===== config.mk =====
export PLATFORM = sky130hd
export DESIGN_NAME = note_lane_renderer
export DESIGN_NICKNAME = d
export VERILOG_FILES = /design/src/rtl/note_lane_renderer_pkg.sv /design/src/rtl/note_lane_renderer_rect_scanner.sv /design/src/rtl/note_lane_renderer.sv
export SDC_FILE = /design/constraint.sdc
export NUM_CORES = 1
export LEC_CHECK = 0
export BUFFER_PORTS_ARGS = -buffer_cell sky130_fd_sc_hd__buf_2
export CELL_PAD_IN_SITES_DETAIL_PLACEMENT = 2
export CELL_PAD_IN_SITES_GLOBAL_PLACEMENT = 2
export CORE_MARGIN = 4
export CORE_UTILIZATION = 38
export DETAILED_ROUTE_END_ITERATION = 8
export HOLD_SLACK_MARGIN = 0.03
export PLACE_DENSITY_LB_ADDON = 0.3
export RECOVER_POWER = 50
export SLEW_MARGIN = 20
export SYNTH_ARGS = -nofsm -noshare
export SYNTH_HDL_FRONTEND = slang
export SYNTH_SLANG_ARGS = --single-unit

===== constraint.sdc =====
create_clock -name clk -period 4.05 [get_ports clk]
set_input_delay 0 -clock clk [delete_from_list [all_inputs] [get_ports clk]]
set_output_delay 0 -clock clk [all_outputs]
set_load 0.1 [all_outputs]

===== src/rtl/note_lane_renderer_pkg.sv =====
// Shared screen geometry, colour constants and renderer FSM encoding.
package note_lane_renderer_pkg;
  localparam logic [8:0] SCREEN_W = 9'd160;
  localparam logic [8:0] SCREEN_H = 9'd120;

  localparam logic [2:0] COLOUR_NOTE_DEF = 3'b110;
  localparam logic [2:0] COLOUR_BG_DEF   = 3'b000;
  localparam logic [2:0] COLOUR_HIT      = 3'b111;

  typedef enum logic [1:0] {
    ST_IDLE  = 2'd0,
    ST_ERASE = 2'd1,
    ST_DRAW  = 2'd2,
    ST_FIN   = 2'd3
  } state_t;

  function automatic logic on_screen(input logic [8:0] col, input logic [8:0] row);
    return (col < SCREEN_W) && (row < SCREEN_H);
  endfunction
endpackage


===== src/rtl/note_lane_renderer_rect_scanner.sv =====
// Raster counter for a W x H rectangle: cx runs fastest, cy steps on cx wrap.
module note_lane_renderer_rect_scanner #(
  parameter int XW = 5,
  parameter int YW = 4
) (
  input  logic          clk,
  input  logic          resetn,
  input  logic          i_start,
  input  logic          i_step,
  input  logic [XW-1:0] i_w,
  input  logic [YW-1:0] i_h,
  output logic [XW-1:0] o_cx,
  output logic [YW-1:0] o_cy,
  output logic          o_last
);
  logic [XW-1:0] r_cx;
  logic [YW-1:0] r_cy;
  logic          w_x_last;
  logic          w_y_last;

  assign w_x_last = (r_cx == i_w - XW'(1));
  assign w_y_last = (r_cy == i_h - YW'(1));

  always_ff @(posedge clk or negedge resetn) begin
    if (!resetn) begin
      r_cx <= '0;
      r_cy <= '0;
    end else if (i_start) begin
      r_cx <= '0;
      r_cy <= '0;
    end else if (i_step) begin
      if (w_x_last) begin
        r_cx <= '0;
        r_cy <= w_y_last ? '0 : r_cy + YW'(1);
      end else begin
        r_cx <= r_cx + XW'(1);
      end
    end
  end

  assign o_cx   = r_cx;
  assign o_cy   = r_cy;
  assign o_last = w_x_last && w_y_last;
endmodule


===== src/rtl/note_lane_renderer.sv =====
// Per-lane note redraw: erase old block, draw new one, one registered pixel per clock.
// Optional HIT_ZONE_EN: DRAW pixels inside the hit-zone rows use the hit colour.
module note_lane_renderer
  import note_lane_renderer_pkg::*;
#(
  parameter logic [7:0] LANE_X      = 8'd10,
  parameter logic [4:0] NOTE_W      = 5'd16,
  parameter logic [3:0] NOTE_H      = 4'd4,
  parameter logic [2:0] NOTE_COLOUR = COLOUR_NOTE_DEF,
  parameter logic [2:0] BG_COLOUR   = COLOUR_BG_DEF,
  parameter logic [6:0] HIT_ROW     = 7'd100
) (
  input  logic       clk,
  input  logic       resetn,
  input  logic [7:0] note_y,
  input  logic       enable,
  output logic [7:0] vga_x,
  output logic [6:0] vga_y,
  output logic [2:0] vga_colour,
  output logic       plot,
  output logic       busy,
  output logic       done
);
`ifdef HIT_ZONE_EN
  localparam bit HIT_EN = 1'b1;
`else
  localparam bit HIT_EN = 1'b0;
`endif

  state_t     r_state, w_next;
  logic [7:0] r_tgt_y, r_drawn_y;
  logic [7:0] r_x;
  logic [6:0] r_y;
  logic [2:0] r_colour;
  logic       r_plot, r_busy, r_done;

  logic [4:0] w_cx;
  logic [3:0] w_cy;
  logic       w_last, w_launch, w_scan;
  logic [7:0] w_base;
  logic [8:0] w_row, w_col;
  logic       w_pix_vld, w_in_hit;
  logic [2:0] w_colour;

  assign w_launch = (r_state == ST_IDLE) && enable && (note_y != r_drawn_y);
  assign w_scan   = (r_state == ST_ERASE) || (r_state == ST_DRAW);

  note_lane_renderer_rect_scanner #(.XW(5), .YW(4)) u_scan (
    .clk    (clk),
    .resetn (resetn),
    .i_start(w_launch),
    .i_step (w_scan),
    .i_w    (NOTE_W),
    .i_h    (NOTE_H),
    .o_cx   (w_cx),
    .o_cy   (w_cy),
    .o_last (w_last)
  );

  always_ff @(posedge clk or negedge resetn) begin
    if (!resetn) r_state <= ST_IDLE;
    else         r_state <= w_next;
  end

  always_comb begin
    w_next = r_state;
    case (r_state)
      ST_IDLE: begin
        if (w_launch) begin
          if (r_drawn_y != 8'd0)  w_next = ST_ERASE;
          else if (note_y != 8'd0) w_next = ST_DRAW;
          else                     w_next = ST_FIN;
        end
      end
      ST_ERASE: if (w_last) w_next = (r_tgt_y != 8'd0) ? ST_DRAW : ST_FIN;
      ST_DRAW:  if (w_last) w_next = ST_FIN;
      ST_FIN:   w_next = ST_IDLE;
      default:  w_next = ST_IDLE;
    endcase
  end

  // Sums are 9 bits so off-screen pixels are detected rather than wrapped.
  always_comb begin
    w_base    = (r_state == ST_ERASE) ? r_drawn_y : r_tgt_y;
    w_row     = {1'b0, w_base} + {5'd0, w_cy};
    w_col     = {1'b0, LANE_X} + {4'd0, w_cx};
    w_pix_vld = w_scan && on_screen(w_col, w_row);
    w_in_hit  = (w_row >= {2'b00, HIT_ROW}) &&
                (w_row < ({2'b00, HIT_ROW} + {5'd0, NOTE_H}));
    w_colour  = NOTE_COLOUR;
    if (r_state == ST_ERASE)      w_colour = BG_COLOUR;
    else if (HIT_EN && w_in_hit)  w_colour = COLOUR_HIT;
  end

  always_ff @(posedge clk or negedge resetn) begin
    if (!resetn) begin
      r_x       <= '0;
      r_y       <= '0;
      r_colour  <= '0;
      r_plot    <= 1'b0;
      r_busy    <= 1'b0;
      r_done    <= 1'b0;
      r_tgt_y   <= '0;
      r_drawn_y <= '0;
    end else begin
      r_plot <= w_pix_vld;
      r_done <= (r_state == ST_FIN);
      if (w_pix_vld) begin
        r_x      <= w_col[7:0];
        r_y      <= w_row[6:0];
        r_colour <= w_colour;
      end
      if (w_launch) begin
        r_tgt_y <= note_y;
        r_busy  <= 1'b1;
      end
      if (r_state == ST_FIN) begin
        r_drawn_y <= r_tgt_y;
        r_busy    <= 1'b0;
      end
    end
  end

  assign vga_x      = r_x;
  assign vga_y      = r_y;
  assign vga_colour = r_colour;
  assign plot       = r_plot;
  assign busy       = r_busy;
  assign done       = r_done;
endmodule


; ---- Word-level counts from Yosys, hierarchy flattened
; Index checks and enable logic that the tools add are counted.
[classes]
add_sub_neg = 4
order_cmp = 2
n_eq_ne = 9
muxes = 18
reduce_logical = 15
[ops]
columns = op, n
row1 = $reduce_bool 8->1, 3
row2 = $mux 4, 4
row3 = $mux 5, 3
row4 = $add 8x4->9, 1
row5 = $lt 9x7->1 const B, 1
row6 = $lt 6x8->1 const B, 1
row7 = $mux 2, 4
row8 = $mux 8, 1
row9 = $ne 8x8->1, 1
row10 = $pmux 2 s4, 1
row11 = $add 4x5->6 const A, 1
row12 = $ne 2x1->1 const B, 3
row13 = $reduce_bool 2->1, 3
row14 = $add 5x1->5 const B, 1
row15 = $eq 5x4->1 const B, 1
row16 = $logic_and 1x1->1, 5
row17 = $add 4x1->4 const B, 1
row18 = $eq 2x2->1 const B, 2
row19 = $eq 4x2->1 const B, 1
row20 = $mux 1, 4
row21 = $mux 3, 1
row22 = $reduce_and 3->1, 1
row23 = $eq 2x1->1 const B, 1
row24 = $logic_not 2->1, 1
row25 = 2 further kinds, 2
[word_totals]
regBits = 48
input_bits = 11
out_inout_bits = 21
elab_cells = 59

; ---- Depth between registers and ports, before layout
; Gate-level depths: netlist of run 1.
[depth]
ltp_word = 6
ltp_mapped = 14
ltp_nobuf = 11

; ---- By module
; From an unflattened synthesis of run 1, not the netlist that was laid out.
[unflattened]
cells_unflattened = 253
area_unflattened_um2 = 2813.9
[by_module_without_submodules]
columns = mod, n_inst, cells_each, area_per_inst_um2, seq_area_each_um2
row1 = note_lane_renderer, 1, 168, 2045.7, 875.8
row2 = note_lane_renderer_rect_scanner, 1, 85, 768.2, 225.2

; ---- Worst setup path before layout of run 1
; OpenSTA, ideal clock, no wires.
[synth_timing]
path_kind = register -> register
startpoint = reg r_state[1]
endpoint = reg r_y[0], in the netlist vga_y[0]
setup_time_ns = 0.125
arrival_ns = 2.917
required_ns = 3.925
path_slack_ns = 1.008
stages_incl_launch_ff = 15
path_buffers = 3
period_less_slack_ns = 3.042
cell_sequence = dfrtp_1 > inv_1 > ha_1 > buf_6 > buf_6 > mux2_2 > ha_1 > inv_1 > fa_1 > nand3b_1 > nand2_1 > mux2i_1 > o32ai_4 > buf_8 > mux2_4
[synth_via]
elab_chain_cells = 6
elab_cells_between_ends = 8
classes_between = add/sub: 1 / order compare: 1 / eq/ne: 2 / mux: 1 / reduce/logical: 3
[synth_rtl]
columns = element, line_no
row1 = "start, declared", note_lane_renderer.sv:30  ; state_t r_state, w_next;
row2 = "start signal, assigned", note_lane_renderer.sv:62  ; else r_state <= w_next;
row3 = $eq 2x1->1, "note_lane_renderer.sv:46, note_lane_renderer.sv:84"
row4 = $mux 8, note_lane_renderer.sv:84  ; w_base = (r_state == ST_ERASE) ? r_drawn_y : r_tgt_y;
row5 = $add 8x4->9, note_lane_renderer.sv:85  ; w_row = {1'b0, w_base} + {5'd0, w_cy};
row6 = $lt 9x7->1, note_lane_renderer_pkg.sv:18  ; return (col < SCREEN_W) && (row < SCREEN_H);
row7 = $logic_and 1x1->1, note_lane_renderer_pkg.sv:18
row8 = $logic_and 1x1->1, note_lane_renderer.sv:87  ; w_pix_vld = w_scan && on_screen(w_col, w_row);
row9 = "end signal, assigned", note_lane_renderer.sv:110  ; r_y <= w_row[6:0];
row10 = "end, declared", note_lane_renderer.sv:33  ; logic [6:0] r_y;
; Parallel ways exist; a longest one is shown, timed or not.
; A chain may end at the register's enable or synchronous reset.

; ---- Worst setup path after layout of run 1
[layout_timing]
startpoint = reg r_state[1]
endpoint = reg r_x[2], in the netlist vga_x[2]
[layout_via]
elab_chain_cells = 6
elab_cells_between_ends = 8
classes_between = add/sub: 1 / order compare: 1 / eq/ne: 2 / mux: 1 / reduce/logical: 3
[layout_rtl]
columns = element, line_no
row1 = $eq 2x1->1, "note_lane_renderer.sv:46, note_lane_renderer.sv:84"
row2 = $mux 8, note_lane_renderer.sv:84
row3 = $add 8x4->9, note_lane_renderer.sv:85
row4 = $lt 9x7->1, note_lane_renderer_pkg.sv:18
row5 = $logic_and 1x1->1, note_lane_renderer_pkg.sv:18
row6 = $logic_and 1x1->1 *, note_lane_renderer.sv:87
row7 = "end signal, assigned", note_lane_renderer.sv:109  ; r_x <= w_col[7:0];
row8 = "end, declared", note_lane_renderer.sv:32  ; logic [7:0] r_x;
; Mark *: on every way between the ends. The rest lies on a longest branch, timed or not.

==> summary.md, run 1 <==
| Metric | Value |
|---|---|
| Count leader, synth | dfrtp_1 |
| Iteration-0 DRC Markers | 42 |
| R2r worst-path depth | 13 |
| Maximum number of pins on one net before global-route repair | 45 |
| CTS tree | built |
| Post-DP HPWL | 4.340 mm |
| Clock Skew | 0.007510 ns |
| RSZ-0062 raised after global routing | false |
| GRT Total Usage | 17.42% |
| Initial core utilization | 39.37% |
| YS warnings | 0 |
| Max_slew headroom | -63.89% |
| Via density | 5.241 |
| Placed Cells incl. Taps | 319 |
| Clk Latency, worst-skew pair | 0.30 ns |
| WS Path Type | reg2reg |
| CTS buffer count | 5 |
| Outcome | complete, but fails checks |
| Setup TNS | 0 ns |
| First-pass GRT wire length | 10.52 mm |
| Crit path to | vga_x[2]$_DFFE_PN0P_ |
| Number of max-cap violations | 1 |
| Worst Hold Class | in2reg |
| PD cells | 289.7 mW/mm² |
| Mapped Area | 0.002529 mm² |
| Final period util | 82.21% |
| GRT overflow | 0 |
| Clock Root Buffer | clkbuf_8 |
| Fmax | 300.4 MHz |
| Most used flip-flop cell after synthesis | dfrtp_1 |
| Vias in the first global route | 1960 |
| Area growth from synthesis to layout | 15.54% |
| Slew Viols, Final | 45 |
| Sequential share of the synthesized area | 43.54% |
| Synth top area share | 43.54% |
| Crit path launch | r_state[1]$_DFFE_PN0P_ |
| Clock Sinks | 44 |
| Worst r2r dst | vga_x[2]$_DFFE_PN0P_ |
| Setup Fix Bufs, Post-CTS | 0 |
| Critical Path AT | 3.51 ns |
| Number of synthesized flops with an enable pin | 0 |
| VDD IR max | 0.1010 mV |
| Syn Inst Count | 219 |
| Average size of a mapped cell | 11.55 µm² |
| Crit start category | register |
| Tightest Pin Transition | 2.458 ns |
| Die width | 89.58 µm |
| Clock Tree Buf Depth | 2 |
| Worst R2R Start | r_state[1]$_DFFE_PN0P_ |
| Vias | 1761 |
| Worst R2R Setup Slack | 0.72 ns |
| N_diodes | 0 |
| I/O pin count | 32 |
| # rows | 29 |
| Residual DRC | 0 |
| Failing checks | capacitance limit, slew limit |
| Hold slack | 0.2771 ns |
| Core Area | 0.006422 mm² |
| Period minus WS final | 3.329 ns |
| Total wire length | 6.224 mm |
| Synth cell types | 45 |
| Leading area contributor after synthesis | dfrtp_1 |
| Gp weighted congestion | 0.7405 |
| Post-Layout Cell Count | 336 |
| Critical Path RT | 4.23 ns |
| Initial antenna violation count | 0 |
| Worst setup EP type | register |
| Synth area leaders | dfrtp_1 44%, mux2_2 11%, ha_1 6.4% |
| Flops & latches, synth | 44 |
| Total Die Area | 0.008024 mm² |
| Async set or reset register ratio after synthesis | 100.0% |
| Layout cell share with drive strength beyond 1 | 26.64% |
| Leakage | 1.404 nW |
| Final ANT Viol Nets | 0 |
| Detailed Routing Iterations Pass 1 | 4 |
| Maximum fanout along the worst path | 14 |
| Htree depth | 2 |
| Routed len/inst | 18.52 µm |
| Reg clk slew, reported paths | 0.08 ns |
| Die Y | 89.58 µm |
| Post_cts resized | 0 |
| Final Hold Fails | 0 |
| Fin nets | 283 |
| Final setup violation count | 0 |
| Count of input and output buffers | 28 |
| Most frequent cells after synthesis | 44 x dfrtp_1, 25 x mux2_2, 15 x inv_1, 13 x ha_1, 13 x nor2_1 |
-- cells in the final DEF (no fill, tap or decap), types with 6 or more instances in the layout --
cell,count
ha_1,13
buf_2,19
a21oi_1,12
inv_1,15
xnor2_1,6
dlygate4sd3_1,9
o21ai_0,6
xor2_1,10
nor2_1,13
dfrtp_1,44
clkbuf_1,9
clkbuf_8,7
mux2i_1,8
nand2_1,11
mux2_2,25
-- through the flow --
step,setup WS (ns),area [µm²],power (mW),utilization [%]
after floorplan,1.008,2536,0.4653,-
after global placement,0.9310,2716,0.4802,42.30
after detailed placement,0.7685,2716,0.4808,42.30
after CTS,0.7177,2933,0.8635,45.67
after global routing,0.5281,2922,0.8804,45.49
final,0.7206,2922,0.8465,45.49
-- layer usage --
metal | global-route usage [%] | vias to the layer above | routed length (µm)
met5 | 0 | - | 0
met4 | 4.465 | 0 | 76
met3 | 3.011 | 5 | 116
met2 | 30.65 | 18 | 3204
met1 | 22.05 | 900 | 2826
li1 | - | 838 | -
-- where the power goes --
part | internal (mW) | leakage (nW) | switching [mW] | total, mW
Clock | 0.218 | 0.0645 | 0.150 | 0.368
Sequential | 0.439 | 0.582 | 0 | 0.439
Combinational | 0.0111 | 0.757 | 0.0288 | 0.0399
Total | 0.668 | 1.40 | 0.179 | 0.846
-- worst min path at each step --
stage	start	endpoint	slack, ns	cells past startpoint
floorplan	resetn	busy$_DFFE_PN0P_	-0.30	0
global placement	resetn	r_tgt_y[5]$_DFFE_PN0P_	0.22	1
detailed placement	resetn	r_tgt_y[6]$_DFFE_PN0P_	0.24	1
CTS	enable	u_scan.o_cx[1]$_DFFE_PN0P_	0.27	5
global route	enable	u_scan.o_cx[1]$_DFFE_PN0P_	0.30	5
finish	enable	u_scan.o_cy[0]$_DFFE_PN0P_	0.28	5
-- kinds of logic (layout without fill, tap and decap cells) --
| logic type | count (synthesis) | in the layout | synth area share (%) |
|---|---|---|---|
| other | 1 | 3 | 0.1483 |
| and+or+nand+nor | 47 | 47 | 9.650 |
| buffers and inverters | 25 | 63 | 5.344 |
| DFF | 44 | 44 | 43.54 |
| xor gates and xnor gates | 16 | 16 | 5.542 |
| adders and majority gates | 14 | 14 | 7.224 |
| AOI/OAI and AO/OA | 32 | 32 | 9.847 |
| muxes | 40 | 40 | 18.70 |
-- flip-flops by register name, summed over array words and instances, names as in the netlist --
signal / cells
u_scan.o_cx: 5
u_scan.o_cy: 4
vga_y: 7
plot: 1
vga_x: 6
vga_colour: 1
r_drawn_y: 8
r_state: 2
busy: 1
done: 1
r_tgt_y: 8
-- worst max-delay path: stages, from the launching register on --
cell	delay, ns
dfrtp_1	0.40
inv_1	0.10
ha_1	0.18
buf_4	0.20
mux2_2	0.25
ha_1	0.19
inv_1	0.08
fa_1	0.40
nand3b_1	0.21
nand2_1	0.16
mux2i_1	0.15
o32ai_4	0.23
buf_4	0.29
mux2_2	0.37
-- layout make-up --
cell class              instances  area (µm²)
multi-input cells             152        1300
inverters                      15       56.30
clock buffers                   7       96.34
repair buffers                 40       241.5
well taps                      77       96.34
fillers                       682        3501
clock inverters                 1       30.03
flip-flops and latches         44        1101
-- timing repair --
action / in CTS / in global routing
hold buffers: 9 / 0
endpoints found under the setup margin: 0 / 0
hold endpoints to repair: 52 / 0
Note: power is estimated with default switching activity, not from simulation.
==> run 2, diff against run 1 <==
Settings changed: ABC_AREA set to 1, CORE_UTILIZATION 38 to 34.
Clock period 4.05 ns to 3.1 ns, I/O delays scaled along.
==> run 2 against run 1 <==
The flow still finishes with violations (capacitance limit, slew limit). Non-clock buffer count fell by 2. Clock skew fell by 0.0024 ns. Synthesized cell count rose by 52%. Utilization fell by 4.4 points. Final cell count rose by 39%. Highest routed layer unchanged.
==> summary.md, run 2 <==
| Metric | Value |
|---|---|
| Most used flip-flop cell after synthesis | dfrtp_1 (unchanged) |
| Sequential share of the synthesized area | 42.35% (was 43.54%) |
| Final worst slack | 0.2653 ns (was 0.7206 ns) |
| Crit path launch | r_state[1]$_DFFE_PN0P_ (unchanged) |
| Commonest cells after routing, fill and taps aside | 88 x nand2_1, 44 x dfrtp_1, 41 x inv_1, 34 x nand3_1, 24 x o21ai_0 (was 44 x dfrtp_1, 25 x mux2_2, 19 x buf_2, 15 x inv_1) |
| Count of input and output buffers | 28 (unchanged) |
| CTS tree | built (unchanged) |
| Outcome | complete, but fails checks (unchanged) |
| Critical Path AT | 3.03 ns (was 3.51 ns) |
| Gp weighted congestion | 0.7659 (was 0.7405) |
| Vias | 2287 (was 1761) |
| Number of max-cap violations | 1 (unchanged) |
| Total wire length | 7.487 mm (was 6.224 mm) |
| Final Hold Fails | 0 (unchanged) |
| Average size of a mapped cell | 7.808 µm² (was 11.55 µm²) |
| Via density | 4.908 (was 5.241) |
| # rows | 31 (was 29) |
| Synth area leaders | dfrtp_1 42%, nand2_1 13%, nand3_1 6.5% (was dfrtp_1 44%, mux2_2 11%, ha_1 6.4%) |
| Residual DRC | 0 (unchanged) |
| Core Area | 0.007331 mm² (was 0.006422 mm²) |
| Vias in the first global route | 2574 (was 1960) |
| Most frequent cells after synthesis | 88 x nand2_1, 44 x dfrtp_1, 41 x inv_1, 34 x nand3_1, 24 x o21ai_0 (was 44 x dfrtp_1, 25 x mux2_2, 15 x inv_1, 13 x ha_1, 13 x nor2_1) |
| Die Y | 95.45 µm (was 89.58 µm) |
| WS Path Type | reg2reg (unchanged) |
| Routed len/inst | 16.07 µm (was 18.52 µm) |
| Htree depth | 2 (unchanged) |
| Clock Skew | 0.005099 ns (was 0.007510 ns) |
| Async set or reset register ratio after synthesis | 100.0% (unchanged) |
| Placed Cells incl. Taps | 449 (was 319) |
| GRT overflow | 0 (unchanged) |
| N_diodes | 0 (unchanged) |
| Fin nets | 391 (was 283) |
| Period minus WS final | 2.835 ns (was 3.329 ns) |
| Post-DP HPWL | 5.371 mm (was 4.340 mm) |
| Initial antenna violation count | 0 (unchanged) |
| RSZ-0062 raised after global routing | false (unchanged) |
| Final period util | 91.44% (was 82.21%) |
| Maximum fanout along the worst path | 16 (was 14) |
| Setup Fix Bufs, Post-CTS | 0 (unchanged) |
| Clock Sinks | 44 (unchanged) |
| Initial core utilization | 35.47% (was 39.37%) |
| Fillers | 849 (was 682) |
| Synth cell types | 32 (was 45) |
| Count leader, synth | nand2_1 (was dfrtp_1) |
| Dpl ws | 0.07060 ns (was 0.7685 ns) |
| Post-Layout Cell Count | 466 (was 336) |
| Die width | 95.45 µm (was 89.58 µm) |
| I/O pin count | 32 (unchanged) |
| Tightest Pin Transition | 2.442 ns (was 2.458 ns) |
| First-pass GRT wire length | 12.88 mm (was 10.52 mm) |
| Final setup violation count | 0 (unchanged) |
| Clock Tree Buf Depth | 2 (unchanged) |
| Clk Latency, worst-skew pair | 0.31 ns (was 0.30 ns) |
| Leading area contributor after synthesis | dfrtp_1 (unchanged) |
| Syn Inst Count | 333 (was 219) |
| Setup TNS | 0 ns (unchanged) |
| Mapped Area | 0.002600 mm² (was 0.002529 mm²) |
| Worst hold start | enable (unchanged) |
| Critical Path RT | 3.30 ns (was 4.23 ns) |
| Crit start category | register (unchanged) |
| Detailed Routing Iterations Pass 1 | 4 (unchanged) |
| Area growth from synthesis to layout | 15.78% (was 15.54%) |
| Clock Root Buffer | clkbuf_8 (unchanged) |
| Commonest non-fill, non-tap cell in the layout | nand2_1 (was dfrtp_1) |
| Layout cell share with drive strength beyond 1 | 11.44% (was 26.64%) |
| Synth top area share | 42.35% (was 43.54%) |
| Fmax | 352.8 MHz (was 300.4 MHz) |
| Worst R2R Setup Slack | 0.27 ns (was 0.72 ns) |
| Reg clk slew, reported paths | 0.09 ns (was 0.08 ns) |
| Final ANT Viol Nets | 0 (unchanged) |
| Maximum number of pins on one net before global-route repair | 45 (unchanged) |
| Slew Viols, Final | 45 (unchanged) |
| Iteration-0 DRC Markers | 57 (was 42) |
| Total Die Area | 0.009110 mm² (was 0.008024 mm²) |
| Worst setup EP type | register (unchanged) |
| CTS buffer count | 5 (unchanged) |
| Worst Hold Class | in2reg (unchanged) |
| Failing checks | capacitance limit, slew limit (unchanged) |
| Flops & latches, synth | 44 (unchanged) |
| Number of synthesized flops with an enable pin | 0 (unchanged) |
| GRT Total Usage | 18.34% (was 17.42%) |
| Worst R2R Start | r_state[1]$_DFFE_PN0P_ (unchanged) |
| Max_slew headroom | -62.81% (was -63.89%) |
| YS warnings | 0 (unchanged) |
run 2: changes by cell type after synthesis, sizes merged, moves of 3 or more:
| cell | before | now |
|---|---|---|
| a311oi | 3 | 0 |
| mux2 | 30 | 0 |
| nor2 | 13 | 25 |
| nand3 | 2 | 35 |
| nor3 | 4 | 1 |
| and4b | 3 | 0 |
| xor2 | 10 | 3 |
| o21ai | 8 | 24 |
| nand2 | 11 | 94 |
| o211ai | 0 | 3 |
| inv | 15 | 42 |
| mux2i | 10 | 0 |
run 2: final cells by class:
class	instances	area, µm²	area share, %
multi-input cells	235	1275	42.35
flip-flops and latches	44	1101	36.58
repair buffers	38	226.5	7.523
inverters	42	157.7	5.237
well taps	99	123.9	4.115
clock buffers	7	96.34	3.200
clock inverters	1	30.03	0.9975
run 2: logic make-up after synthesis:
logic type / after synthesis / synth area share (%)
DFF: 44 / 42.35
and+or+nand+nor: 166 / 28.87
AOI/OAI and AO/OA: 41 / 8.518
xor gates and xnor gates: 11 / 3.706
adders and majority gates: 14 / 7.026
other: 1 / 0.1442
buffers and inverters: 56 / 9.384
run 2: worst max-delay path, stage by stage (launching register included):
cell	delay (ns)
dfrtp_1	0.42
inv_1	0.15
ha_4	0.25
nand2_1	0.07
o21ai_0	0.10
ha_1	0.22
inv_1	0.07
fa_1	0.40
nand3b_1	0.20
nand2_1	0.10
nand2_2	0.07
nand3_1	0.07
nor2_1	0.06
nand2_4	0.16
nand3_4	0.19
nand2_1	0.10
nand2_1	0.06
run 2: metal layers:
layer | global-route usage, % | vias to the layer above | share of wire (%)
li1 | - | 1117 | -
met1 | 21.49 | 1127 | 43
met2 | 34.11 | 34 | 52
met3 | 2.762 | 9 | 3.4
met4 | 5.687 | 0 | 1.7
met5 | 0 | - | 0
run 2: final timing paths:
path                                          end  cells after the start
max                          vga_y[0]$_DFFE_PN0P_                     16
min                        r_tgt_y[7]$_DFFE_PN0P_                      5
max reg2reg                  vga_y[0]$_DFFE_PN0P_                     16
min reg2reg                  vga_y[1]$_DFFE_PN0P_                      2
max in group asynchronous  r_state[1]$_DFFE_PN0P_                      2
min in group asynchronous    vga_y[0]$_DFFE_PN0P_                      2
run 2: repair_timing:
item | CTS | global route
hold buffers | 9 | 0
hold endpoints to repair | 52 | 0
setup endpoints to repair | 14 | 15
gates resized for setup | 1 | 1
run 2: stage by stage:
stage / utilization, % / instance area, µm² / hold WS [ns]
global placement: 38.10 / 2793 / 0.2255
floorplan: - / 2608 / -0.2956
CTS: 41.08 / 3012 / 0.3650
finish: 41.07 / 3010 / 0.3686
detailed placement: 38.10 / 2793 / 0.2455
global route: 41.07 / 3010 / 0.4151
Power of run 2 is left out: the tool's default activity adds up to more than one toggle a clock period on the data nets, which glitch-free logic cannot reach.
